<file path="src/rtl/borrow_skip_pkg.sv">
// Shared types and constants for the borrow-skip subtractor.
package borrow_skip_pkg;

  // Operation sequencer states.
  typedef enum logic [1:0] {
    ST_IDLE = 2'd0,
    ST_RUN  = 2'd1,
    ST_DONE = 2'd2
  } state_t;

  // Default geometry: two 4-bit borrow-skip blocks.
  localparam int BSS_WIDTH = 8;
  localparam int BSS_BLOCK = 4;
  localparam int BSS_NBLK  = BSS_WIDTH / BSS_BLOCK;

  // Block index register width; it must also hold the value NBLK,
  // which marks "all blocks consumed".
  function automatic int idx_width(input int nblk);
    return $clog2(nblk + 1);
  endfunction

endpackage

</file>
<file path="src/rtl/borrow_block.sv">
// BLOCK-bit combinational ripple-borrow subtractor with a propagate flag.
// The flag is set when every operand bit pair is equal; such a block
// passes its borrow-in straight through and its difference bits all
// equal that borrow.
module borrow_block #(
  parameter int BLOCK = 4
) (
  input  logic [BLOCK-1:0] a,
  input  logic [BLOCK-1:0] b,
  input  logic             bin,
  output logic [BLOCK-1:0] diff,
  output logic             bout,
  output logic             p
);

  logic [BLOCK:0] chain;

  // Ripple the borrow through the block bit by bit.
  always_comb begin
    chain    = '0;
    diff     = '0;
    chain[0] = bin;
    for (int i = 0; i < BLOCK; i++) begin
      diff[i]      = a[i] ^ b[i] ^ chain[i];
      chain[i + 1] = (~a[i] & b[i]) | (~(a[i] ^ b[i]) & chain[i]);
    end
    bout = chain[BLOCK];
    p    = &(~(a ^ b));
  end

endmodule

</file>
<file path="src/rtl/borrow_skip_subtractor.sv">
// Sequential subtractor: diff = a - b - bin, one skip group per cycle.
//
// Handshake: an operand transfer happens on a rising edge where
// in_valid && in_ready; a result transfer happens on a rising edge where
// out_valid && out_ready. in_ready is high only in IDLE and out_valid
// only in DONE, so operations never overlap and the result (diff,
// borrow_out) stays frozen for as long as the consumer stalls.
module borrow_skip_subtractor
  import borrow_skip_pkg::*;
#(
  parameter int WIDTH = BSS_WIDTH,
  parameter int BLOCK = BSS_BLOCK   // WIDTH must be a multiple of BLOCK
) (
  input  logic             clk,
  input  logic             rst,
  input  logic             in_valid,
  output logic             in_ready,
  input  logic [WIDTH-1:0] a,
  input  logic [WIDTH-1:0] b,
  input  logic             bin,
  output logic             out_valid,
  input  logic             out_ready,
  output logic [WIDTH-1:0] diff,
  output logic             borrow_out,
  output state_t           dbg_state
);

  localparam int NBLK = WIDTH / BLOCK;
  localparam int IDXW = idx_width(NBLK);
  localparam logic [IDXW-1:0] K_END = IDXW'(NBLK);

  state_t            state_q, state_d;
  logic [WIDTH-1:0]  a_q, b_q;
  logic              br_q, br_d;
  logic [IDXW-1:0]   k_q, k_d;
  logic [WIDTH-1:0]  diff_q, diff_d;
  logic              bout_q;

  logic [WIDTH-1:0]  blk_diff;
  logic [NBLK-1:0]   blk_bout;
  logic [NBLK-1:0]   blk_p;

  // Every block sees the running borrow as its borrow-in: inside a group
  // the leading propagate blocks pass it unchanged, so the closing
  // non-propagate block receives exactly that borrow too.
  for (genvar g = 0; g < NBLK; g++) begin : g_blk
    borrow_block #(.BLOCK(BLOCK)) u_blk (
      .a    (a_q[g*BLOCK +: BLOCK]),
      .b    (b_q[g*BLOCK +: BLOCK]),
      .bin  (br_q),
      .diff (blk_diff[g*BLOCK +: BLOCK]),
      .bout (blk_bout[g]),
      .p    (blk_p[g])
    );
  end

  logic            found;
  logic [IDXW-1:0] sel;

  // Group select: find the first non-propagate block at or after k; the
  // group spans k..sel, or k..NBLK-1 when only propagate blocks remain.
  always_comb begin
    found  = 1'b0;
    sel    = '0;
    br_d   = br_q;
    diff_d = diff_q;
    for (int i = 0; i < NBLK; i++) begin
      if (!found && (IDXW'(i) >= k_q) && !blk_p[i]) begin
        found = 1'b1;
        sel   = IDXW'(i);
        br_d  = blk_bout[i];
      end
    end
    k_d = found ? (sel + IDXW'(1)) : K_END;
    for (int i = 0; i < NBLK; i++) begin
      if ((IDXW'(i) >= k_q) && (!found || (IDXW'(i) <= sel))) begin
        diff_d[i*BLOCK +: BLOCK] = blk_diff[i*BLOCK +: BLOCK];
      end
    end
  end

  // Next-state logic and handshake outputs.
  always_comb begin
    state_d   = state_q;
    in_ready  = (state_q == ST_IDLE);
    out_valid = (state_q == ST_DONE);
    case (state_q)
      ST_IDLE: if (in_valid)       state_d = ST_RUN;
      ST_RUN:  if (k_d == K_END)   state_d = ST_DONE;
      ST_DONE: if (out_ready)      state_d = ST_IDLE;
      default:                     state_d = ST_IDLE;
    endcase
  end

  // State, operand and result registers.
  always_ff @(posedge clk) begin
    if (rst) begin
      state_q <= ST_IDLE;
      a_q     <= '0;
      b_q     <= '0;
      br_q    <= 1'b0;
      k_q     <= '0;
      diff_q  <= '0;
      bout_q  <= 1'b0;
    end else begin
      state_q <= state_d;
      case (state_q)
        ST_IDLE: begin
          if (in_valid) begin
            a_q  <= a;
            b_q  <= b;
            br_q <= bin;
            k_q  <= '0;
          end
        end
        ST_RUN: begin
          diff_q <= diff_d;
          br_q   <= br_d;
          k_q    <= k_d;
          if (k_d == K_END) bout_q <= br_d;
        end
        default: ;
      endcase
    end
  end

  assign diff       = diff_q;
  assign borrow_out = bout_q;
  assign dbg_state  = state_q;

endmodule

</file>
<file path="config.mk">
export PLATFORM = sky130hd
export DESIGN_NAME = borrow_skip_subtractor
export DESIGN_NICKNAME = d
export VERILOG_FILES = /design/src/rtl/borrow_skip_pkg.sv /design/src/rtl/borrow_block.sv /design/src/rtl/borrow_skip_subtractor.sv
export SDC_FILE = /design/constraint.sdc
export NUM_CORES = 1
export LEC_CHECK = 0
export CAP_MARGIN = 10
export CORE_ASPECT_RATIO = 1.5
export CORE_MARGIN = 5
export CORE_UTILIZATION = 30
export CTS_CLUSTER_DIAMETER = 40
export DETAILED_ROUTE_END_ITERATION = 10
export MAX_ROUTING_LAYER = met4
export PLACE_DENSITY = 0.51
export SLEW_MARGIN = 40
export SYNTH_ARGS = -nofsm -noshare
export SYNTH_HDL_FRONTEND = slang
export SYNTH_SLANG_ARGS = --single-unit
</file>
<file path="constraint.sdc">
create_clock -name clk -period 2.35 [get_ports clk]
set_input_delay 0.5875 -clock clk [delete_from_list [all_inputs] [get_ports clk]]
set_output_delay 0.5875 -clock clk [all_outputs]
set_load 0.02 [all_outputs]
</file>
# Word level (Yosys, flattened, before mapping)
# Cells that the tools add are included.
[word_totals] input_bits=21 register_bits=30 wordCells=114 out_inout_bits=13
[op_classes] n_eq_ne=6 mux=14 addsub=1 n_reduce_logical=21 order_cmp=4 bitwise=60
[ops] op="bitwise AND 1 bit" count=16
[ops] op="NOT 1 bit" count=16
[ops] op="bitwise XOR 1 bit" count=16
[ops] op="2-to-1 mux 2 bit" count=5
[ops] op="AND reduction 2 bit" count=5
[ops] op="NOT 4 bit" count=2
[ops] op="OR 1 bit" count=8
[ops] op="AND reduction 4 bit" count=2
[ops] op="bitwise XOR 4 bit" count=2
[ops] op="2-to-1 mux 1 bit" count=6
[ops] op="case mux 2 bit (3 select lines)" count=1
[ops] op="logical AND 1 bit" count=5
[ops] op="== test 2 bit (second input constant)" count=2
[ops] op=">= comparator 1 x 2 -> 1 bit (first input constant)" count=2
[ops] op="<= comparator 1 x 2 -> 1 bit (first input constant)" count=2
[ops] op="zero test 1 bit" count=4
[ops] op="!= test 2 bit (second input constant)" count=2
[ops] op="case mux 2 bit (2 select lines)" count=1
[ops] op="AND reduction 3 bit" count=1
[ops] op="adder 2 x 1 -> 2 bit (second input constant)" count=1
[ops] op="== test 2 x 1 -> 1 bit (second input constant)" count=1
[ops] op="zero test 2 bit" count=1
[ops] op="logical OR 1 bit" count=2
[ops] op="!= test 2 x 1 -> 1 bit (second input constant)" count=1
[ops] op="other kinds (2)" count=2

# Longest topological paths before layout
# Gate-level depths: netlist (run 1).
[depth] word_depth=15 depth_mapped=10 depth_no_buf=10

# Hierarchy
# Synthesis (run 1) repeated with hierarchy kept, for this count alone.
[hier_totals] hier_cells=171 hier_area_um2=1476.4
[by_module_without_submodules] module="borrow_skip_subtractor" seq_area_each_um2=600.6 cells_each=129 instances=1 area_each_um2=1108.6
[by_module_without_submodules] module="borrow_block" seq_area_each_um2=0.0 cells_each=21 instances=2 area_each_um2=183.9

# Least setup slack after synthesis (run 1)
# Ideal clock, no wire load.
[synth_path] path_type="reg2reg" start="register b_q[4]" end="register br_q" t_arrival_ps=2361 setup_slack_ps=-110 period_less_slack_ps=2460 t_required_ps=2250 n_path_buf=0 stages_incl_launch_ff=11 setup_time_ps=100 path_cell_list="dfxtp_1 > inv_1 > fa_1 > inv_1 > fa_1 > fa_1 > inv_1 > fa_1 > mux2_4 > mux2_4 > a2111oi_4"
[synth_between] elab_chain_cells=12 elab_cells_between_ends=18 cone_classes="2 x mux; 13 x bitwise; 3 x reduce/logical"
[synth_lines] item="start, declared" line="borrow_skip_subtractor.sv:33" rtl="logic [WIDTH-1:0] a_q, b_q;"
[synth_lines] item="start signal, assigned" line="borrow_skip_subtractor.sv:100" rtl="b_q <= '0;"
[synth_lines] item="start signal, assigned" line="borrow_skip_subtractor.sv:111" rtl="b_q <= b;"
[synth_lines] item="bitwise XOR 1 bit" line="borrow_block.sv:25" rtl="chain[i + 1] = (~a[i] & b[i]) | (~(a[i] ^ b[i]) & chain[i]);"
[synth_lines] item="NOT 1 bit" line="borrow_block.sv:25"
[synth_lines] item="bitwise AND 1 bit" line="borrow_block.sv:25"
[synth_lines] item="OR 1 bit" line="borrow_block.sv:25"
[synth_lines] item="bitwise AND 1 bit" line="borrow_block.sv:25"
[synth_lines] item="OR 1 bit" line="borrow_block.sv:25"
[synth_lines] item="bitwise AND 1 bit" line="borrow_block.sv:25"
[synth_lines] item="OR 1 bit" line="borrow_block.sv:25"
[synth_lines] item="bitwise AND 1 bit" line="borrow_block.sv:25"
[synth_lines] item="OR 1 bit" line="borrow_block.sv:25"
[synth_lines] item="2-to-1 mux 1 bit *" line="borrow_skip_subtractor.sv:68" rtl="if (!found && (IDXW'(i) >= k_q) && !blk_p[i]) begin"
[synth_lines] item="case mux 1 bit (2 select lines) *" line="borrow_skip_subtractor.sv:107" rtl="case (state_q)"
[synth_lines] item="end signal, assigned" line="borrow_skip_subtractor.sv:112" rtl="br_q <= bin;"
[synth_lines] item="end signal, assigned" line="borrow_skip_subtractor.sv:118" rtl="br_q <= br_d;"
[synth_lines] item="end, declared" line="borrow_skip_subtractor.sv:34" rtl="logic br_q, br_d;"
# Mark *: on every way between the ends. The rest lies on a longest branch, timed or not.
# A chain may end at the register's enable or synchronous reset.

# Final worst setup path (run 1)
[layout_path] start="register br_q" end="register br_q"
[layout_between] elab_chain_cells=11 elab_cells_between_ends=19 cone_classes="3 x mux; 16 x bitwise"
[layout_lines] item="bitwise AND 1 bit" line="borrow_block.sv:25"
[layout_lines] item="OR 1 bit" line="borrow_block.sv:25"
[layout_lines] item="bitwise AND 1 bit" line="borrow_block.sv:25"
[layout_lines] item="OR 1 bit" line="borrow_block.sv:25"
[layout_lines] item="bitwise AND 1 bit" line="borrow_block.sv:25"
[layout_lines] item="OR 1 bit" line="borrow_block.sv:25"
[layout_lines] item="bitwise AND 1 bit" line="borrow_block.sv:25"
[layout_lines] item="OR 1 bit" line="borrow_block.sv:25"
[layout_lines] item="2-to-1 mux 1 bit" line="borrow_skip_subtractor.sv:68"
[layout_lines] item="2-to-1 mux 1 bit *" line="borrow_skip_subtractor.sv:68"
[layout_lines] item="case mux 1 bit (2 select lines) *" line="borrow_skip_subtractor.sv:107"
# Marked as above.

==> impl_metrics.tcl, run 1 <==
set metrics [dict create \
    final_nets 242 \
    synth_top_area_share_pct 40.8 \
    grt_max_degree 31 \
    clk-insertion-delay-late_ns 0.27 \
    startpoint_type "flip-flop" \
    core_um2 4810 \
    required_ns 2.52 \
    antenna_found_initial 0 \
    wl_per_cell_um 12.0 \
    violations "setup timing" \
    clk_pin_slew_ns 0.06 \
    power_leakage_nw 0.759 \
    htree_num_levels 2 \
    drcViolationCount 0 \
    drv_cap 0 \
    cts_sinks 30 \
    irDropWorstVdd_v 0.000280 \
    drtPass1Iterations 4 \
    slew_headroom_pct 63.3 \
    cts_root_buf "clkbuf_8" \
    vias 1168 \
    mostFrequentLayoutCells "38 x nand2_1, 33 x clkdlybuf4s50_1, 27 x dfxtp_1, 21 x a21oi_1, 14 x inv_1" \
    worst-setup-path-type "reg2reg" \
    p_total_w 0.00148 \
    core.rowCount 31 \
    synthesis.nets 200 \
    critPathCaptureType "flip-flop" \
    hold_ws_ns 0.463 \
    io_pins 34 \
    status "finished with violations" \
    placed_cell_area_um2 1920 \
    synth_compound_gate_area_share_pct 13.0 \
    syn_inst 163 \
    rsz0062_at_grt "true" \
    mostFrequentLayoutCell "nand2_1" \
    drt_iter0_drc 14 \
    setup_violations 1 \
    dp.cells 263 \
    cts_tree "done" \
    stdcell_area_um2 2010 \
    ys_types 20 \
    numCtsBuffers 5 \
    clock_path_buffers 2 \
    num-fill-cells 503 \
    synth_top_family_by_area "adder cells" \
    gp_congestion 0.835 \
    tightest_slew_ns 0.549 \
    timing.fmax_mhz 415 \
    grt_pass1_wl_mm 5.49 \
    yosys-top-cells-area "dfxtp_1 41%, fa_1 11%, nand2_1 9.7%" \
    start_util_pct 30.6 \
    layout-drive-gt1-share_pct 15.6 \
    die_w_um 67.2 \
    synth-xor-area-share_pct 0 \
    timing.final.ws_setup_ns -0.0584 \
    synth_top_cell_by_area "dfxtp_1" \
    antenna_cells 0 \
    period_share_pct 102 \
    synth_seq_area_share_pct 40.8 \
    wl_mm 3.26 \
    die_area_um2 6430 \
    crit_path_max_fanout 2 \
    hold_violations 0 \
    hpwl_mm 2.53 \
    yosys_register_bits 30 \
    synth_area_per_cell_um2 9.03 \
    finalClockSkew_ns 0.00240 \
    area_delta_synth_final_pct 36.8 \
    final.setup.tns_ns -0.0584 \
    grt_pass1_vias 1209 \
    synthSimpleGateAreaFrac_pct 17.2 \
    finalCriticalPeriod_ns 2.41 \
    arrival_ns 2.58 \
    grt.total_usage_pct 11.8 \
    gr-total-overflow 0 \
    die_h_um 95.8 \
    ys_warn_count 0 \
    min_path_type "reg2reg" \
    synthesis.area_um2 1470 \
    port_buffers 33 \
    drv_slew 0 \
    power_density_nw_per_um2 735 \
    detail-route-antenna-nets 0 \
    yosys-mux-area-fraction_pct 5.44 \
    instances_no_fill 271 \
    vias_per_cell 4.31 \
    synthAdderAreaFrac_pct 17.7 \
]
## final timing paths
check,startpoint,endpoint,slack (ns),depth (start not counted)
worst max-delay path,br_q$_SDFFE_PP0P_,br_q$_SDFFE_PP0P_,-0.06,10
worst min register to register,a_q[5]$_SDFFE_PP0P_,a_q[5]$_SDFFE_PP0P_,0.46,2
worst min-delay path,a_q[5]$_SDFFE_PP0P_,a_q[5]$_SDFFE_PP0P_,0.46,2
worst max register to register,br_q$_SDFFE_PP0P_,br_q$_SDFFE_PP0P_,-0.06,10
## logic make-up after synthesis
| family | after synthesis |
|---|---|
| AO/OA/AOI/OAI | 28 |
| adder cells (fa/ha/maj) | 16 |
| buffers and inverters | 23 |
| flip-flops | 30 |
| multiplexers | 7 |
| AND/OR/NAND/NOR | 59 |
## worst max-delay path, stage by stage, from the launching register on
cell and delay [ns]:
dfxtp_2 0.34, inv_2 0.04, fa_2 0.33, inv_2 0.06
fa_2 0.18, fa_2 0.19, inv_2 0.04, fa_2 0.32
mux2_4 0.27, mux2_4 0.27, a2111oi_4 0.27
## layout make-up
cell class / instances / area [µm²] / area share, %
clock buffers: 7 / 76.3 / 3.79
flip-flops and latches: 30 / 604 / 30.0
inverters: 18 / 67.6 / 3.36
repair buffers: 40 / 383 / 19.0
well taps: 66 / 82.6 / 4.10
multi-input cells: 110 / 800 / 39.7
## state kept, by name (all words and copies together) (netlist names)
name / count
a_q: 8
diff: 8
br_q: 1
k_q: 2
dbg_state: 2
borrow_out: 1
b_q: 8
## where the power goes
group / internal, W / switching, W / total, W / leakage [nW]
logic: 0.000244 / 0.000249 / 0.000492 / 0.474
registers: 0.000567 / 0.0000461 / 0.000613 / 0.247
clock network: 0.000203 / 0.000172 / 0.000375 / 0.0383
total: 0.00101 / 0.000467 / 0.00148 / 0.759
## cell usage after synthesis, drive strengths merged
library cell  count
nand2            38
dfxtp            30
a21oi            21
inv              18
nor2             12
fa                8
ha                8
a211oi            5
clkbuf            5
mux2i             5
nor2b             3
mux2              2
nand2b            2
nor3              2
a2111oi           1
a41oi             1
nand4             1
nor3b             1
## stage by stage
step           setup slack (ns)  utilization (%)
6_report                -0.0584             41.9
5_1_grt                  -0.152             41.9
4_1_cts                 -0.0627             41.8
3_5_place_dp             -0.122             40.0
3_3_place_gp            -0.0821             40.0
2_1_floorplan           -0.0486                -
## what timing repair did
item                                    CTS  global route
resized for setup                         2             2
hold buffers                              0             0
pin swaps                                 3             0
endpoints found under the setup margin    1             2
buffers inserted                          1             0
## per-layer routing
layer  global-route usage, %  vias to the layer above  part of all wire [%]
li1                        -                      601                     -
met1                    12.6                      536                    43
met2                    19.9                       24                    50
met3                    3.15                        7                   4.0
met4                    5.58                        0                   2.6
met5                       -                        -                     0
No activity file was read; power rests on OpenSTA's default activity.
==> run 2, diff against run 1 <==
Settings changed: RECOVER_POWER set to 100.
==> impl_metrics.tcl, run 2 (synthesis gave the netlist of run 1 again) <==
set metrics [dict create \
    comb_power_share_pct 32.5 \
    final.setup.tns_ns -0.0617 \
    grt_pass1_wl_mm 5.49 \
    power_density_nw_per_um2 732 \
    crit_start "br_q$_SDFFE_PP0P_" \
    cts_tree "done" \
    min_path_type "reg2reg" \
    dp.cells 263 \
    drt_iter0_drc 16 \
    netSwitchingPower_w 0.000463 \
    status "finished with violations" \
    vias 1174 \
    clock_path_buffers 2 \
    timing.final.ws_setup_ns -0.0617 \
    num-fill-cells 506 \
    rsz0062_at_grt "true" \
    grt_pass1_vias 1209 \
    cts_sinks 30 \
    power_leakage_nw 0.781 \
    htree_num_levels 2 \
    setup_violations 1 \
    core_um2 4810 \
    drtPass1Iterations 4 \
    r2r-end "br_q$_SDFFE_PP0P_" \
    slew_headroom_pct 42.3 \
    antenna_found_initial 0 \
    die_h_um 95.8 \
    crit_path_end "br_q$_SDFFE_PP0P_" \
    grt.total_usage_pct 11.8 \
    busiest_layer "met2" \
    numCtsBuffers 5 \
    arrival_ns 2.58 \
    layout-drive-gt1-share_pct 13.7 \
    cts_root_buf "clkbuf_8" \
    mostFrequentLayoutCells "38 x nand2_1, 27 x dfxtp_1, 21 x a21oi_1, 19 x clkdlybuf4s50_1" \
    drcViolationCount 0 \
    startpoint_type "flip-flop" \
    reg2reg_depth 10 \
    internal-power_w 0.000997 \
    area_delta_synth_final_pct 35.6 \
    wl_per_cell_um 12.0 \
    die_area_um2 6430 \
    rrSetupSlack_ns -0.06 \
    vias_per_cell 4.33 \
    critPathCaptureType "flip-flop" \
    violations "setup timing" \
    gr-total-overflow 0 \
    grtUsageMet1_pct 12.6 \
    pre_cts_ws_ns -0.122 \
    clk_pin_slew_ns 0.06 \
    required_ns 2.52 \
    grt_use_met2_pct 19.9 \
    worst-setup-path-type "reg2reg" \
    crit_path_max_fanout 2 \
    detail-route-antenna-nets 0 \
    finalCriticalPeriod_ns 2.41 \
    wl_mm 3.25 \
    drv_cap 0 \
    swShare_pct 31.7 \
    port_buffers 33 \
    clk-insertion-delay-late_ns 0.27 \
    core.rowCount 31 \
    clkPwrFrac_pct 25.6 \
    timing.fmax_mhz 415 \
    die_w_um 67.2 \
    finalClockSkew_ns 0.00222 \
    use_met3_pct 3.15 \
    hold_ws_ns 0.464 \
    hpwl_mm 2.53 \
    irDropWorstVdd_v 0.000270 \
    r2r-start "br_q$_SDFFE_PP0P_" \
    power_frac_seq_pct 41.8 \
    instances_no_fill 271 \
    io_pins 34 \
    hold_violations 0 \
    gp_congestion 0.835 \
    drv_slew 0 \
    final_nets 242 \
    start_util_pct 30.6 \
    mostFrequentLayoutCell "nand2_1" \
    antenna_cells 0 \
    period_share_pct 103 \
    tightest_slew_ns 0.859 \
    grt_max_degree 31 \
]
-- run 2: cell count changes in the layout (fill, tap and decap cells not counted), sizes merged --
cell,delta
buf,-2
dlygate4sd3,+14
clkbuf,+2
clkdlybuf4s50,-14
-- run 2: routing by layer --
| metal | up-vias | part of all wire (%) |
|---|---|---|
| met5 | - | 0 |
| met4 | 0 | 2.6 |
| met2 | 24 | 50 |
| met1 | 541 | 44 |
| li1 | 602 | - |
| met3 | 7 | 4.1 |
-- run 2: metrics by stage --
step	power (W)	instance area, µm²	util, %
6_report	0.00146	2000	41.5
2_1_floorplan	0.000934	1480	-
4_1_cts	0.00151	2010	41.8
5_1_grt	0.00158	2000	41.5
3_5_place_dp	0.00113	1920	40.0
3_3_place_gp	0.00111	1920	40.0
-- run 2: power by group through the flow --
stage               clock [W]  combinational [W]  sequential, W
floorplan                   0           0.000289       0.000645
global placement            0           0.000493       0.000620
detailed placement          0           0.000501       0.000624
CTS                  0.000394           0.000503       0.000614
global route         0.000420           0.000539       0.000620
finish               0.000375           0.000475       0.000611
-- run 2: what timing repair did --
item	in CTS	in global routing
pin swaps	3	0
hold buffers	0	0
setup endpoints to repair	1	2
buffers inserted	1	0
gates cloned	0	0
gates resized for setup	2	2
-- run 2: layout make-up --
type	count	area, µm²	share of cell area, %
multi-input combinational	110	790	39.6
tap	66	82.6	4.14
clock buffer	7	76.3	3.82
timing repair buffer	40	375	18.8
inverter	18	67.6	3.39
sequential	30	604	30.3
-- run 2: critical path, stage by stage, from the launching register on --
cell,delay (ns)
dfxtp_2,0.34
inv_2,0.04
fa_2,0.33
inv_2,0.06
fa_2,0.18
fa_2,0.19
inv_2,0.04
fa_2,0.32
mux2_4,0.27
mux2_4,0.27
a2111oi_4,0.27
-- run 2: how the worst min path moves through the flow --
stage / from / end / slack, ns / depth (start not counted)
detailed placement: a_q[5]$_SDFFE_PP0P_ / a_q[5]$_SDFFE_PP0P_ / 0.46 / 2
CTS: a_q[5]$_SDFFE_PP0P_ / a_q[5]$_SDFFE_PP0P_ / 0.47 / 2
finish: a_q[5]$_SDFFE_PP0P_ / a_q[5]$_SDFFE_PP0P_ / 0.46 / 2
global route: a_q[5]$_SDFFE_PP0P_ / a_q[5]$_SDFFE_PP0P_ / 0.50 / 2
global placement: a_q[1]$_SDFFE_PP0P_ / a_q[1]$_SDFFE_PP0P_ / 0.45 / 2
floorplan: a_q[1]$_SDFFE_PP0P_ / a_q[1]$_SDFFE_PP0P_ / 0.44 / 2
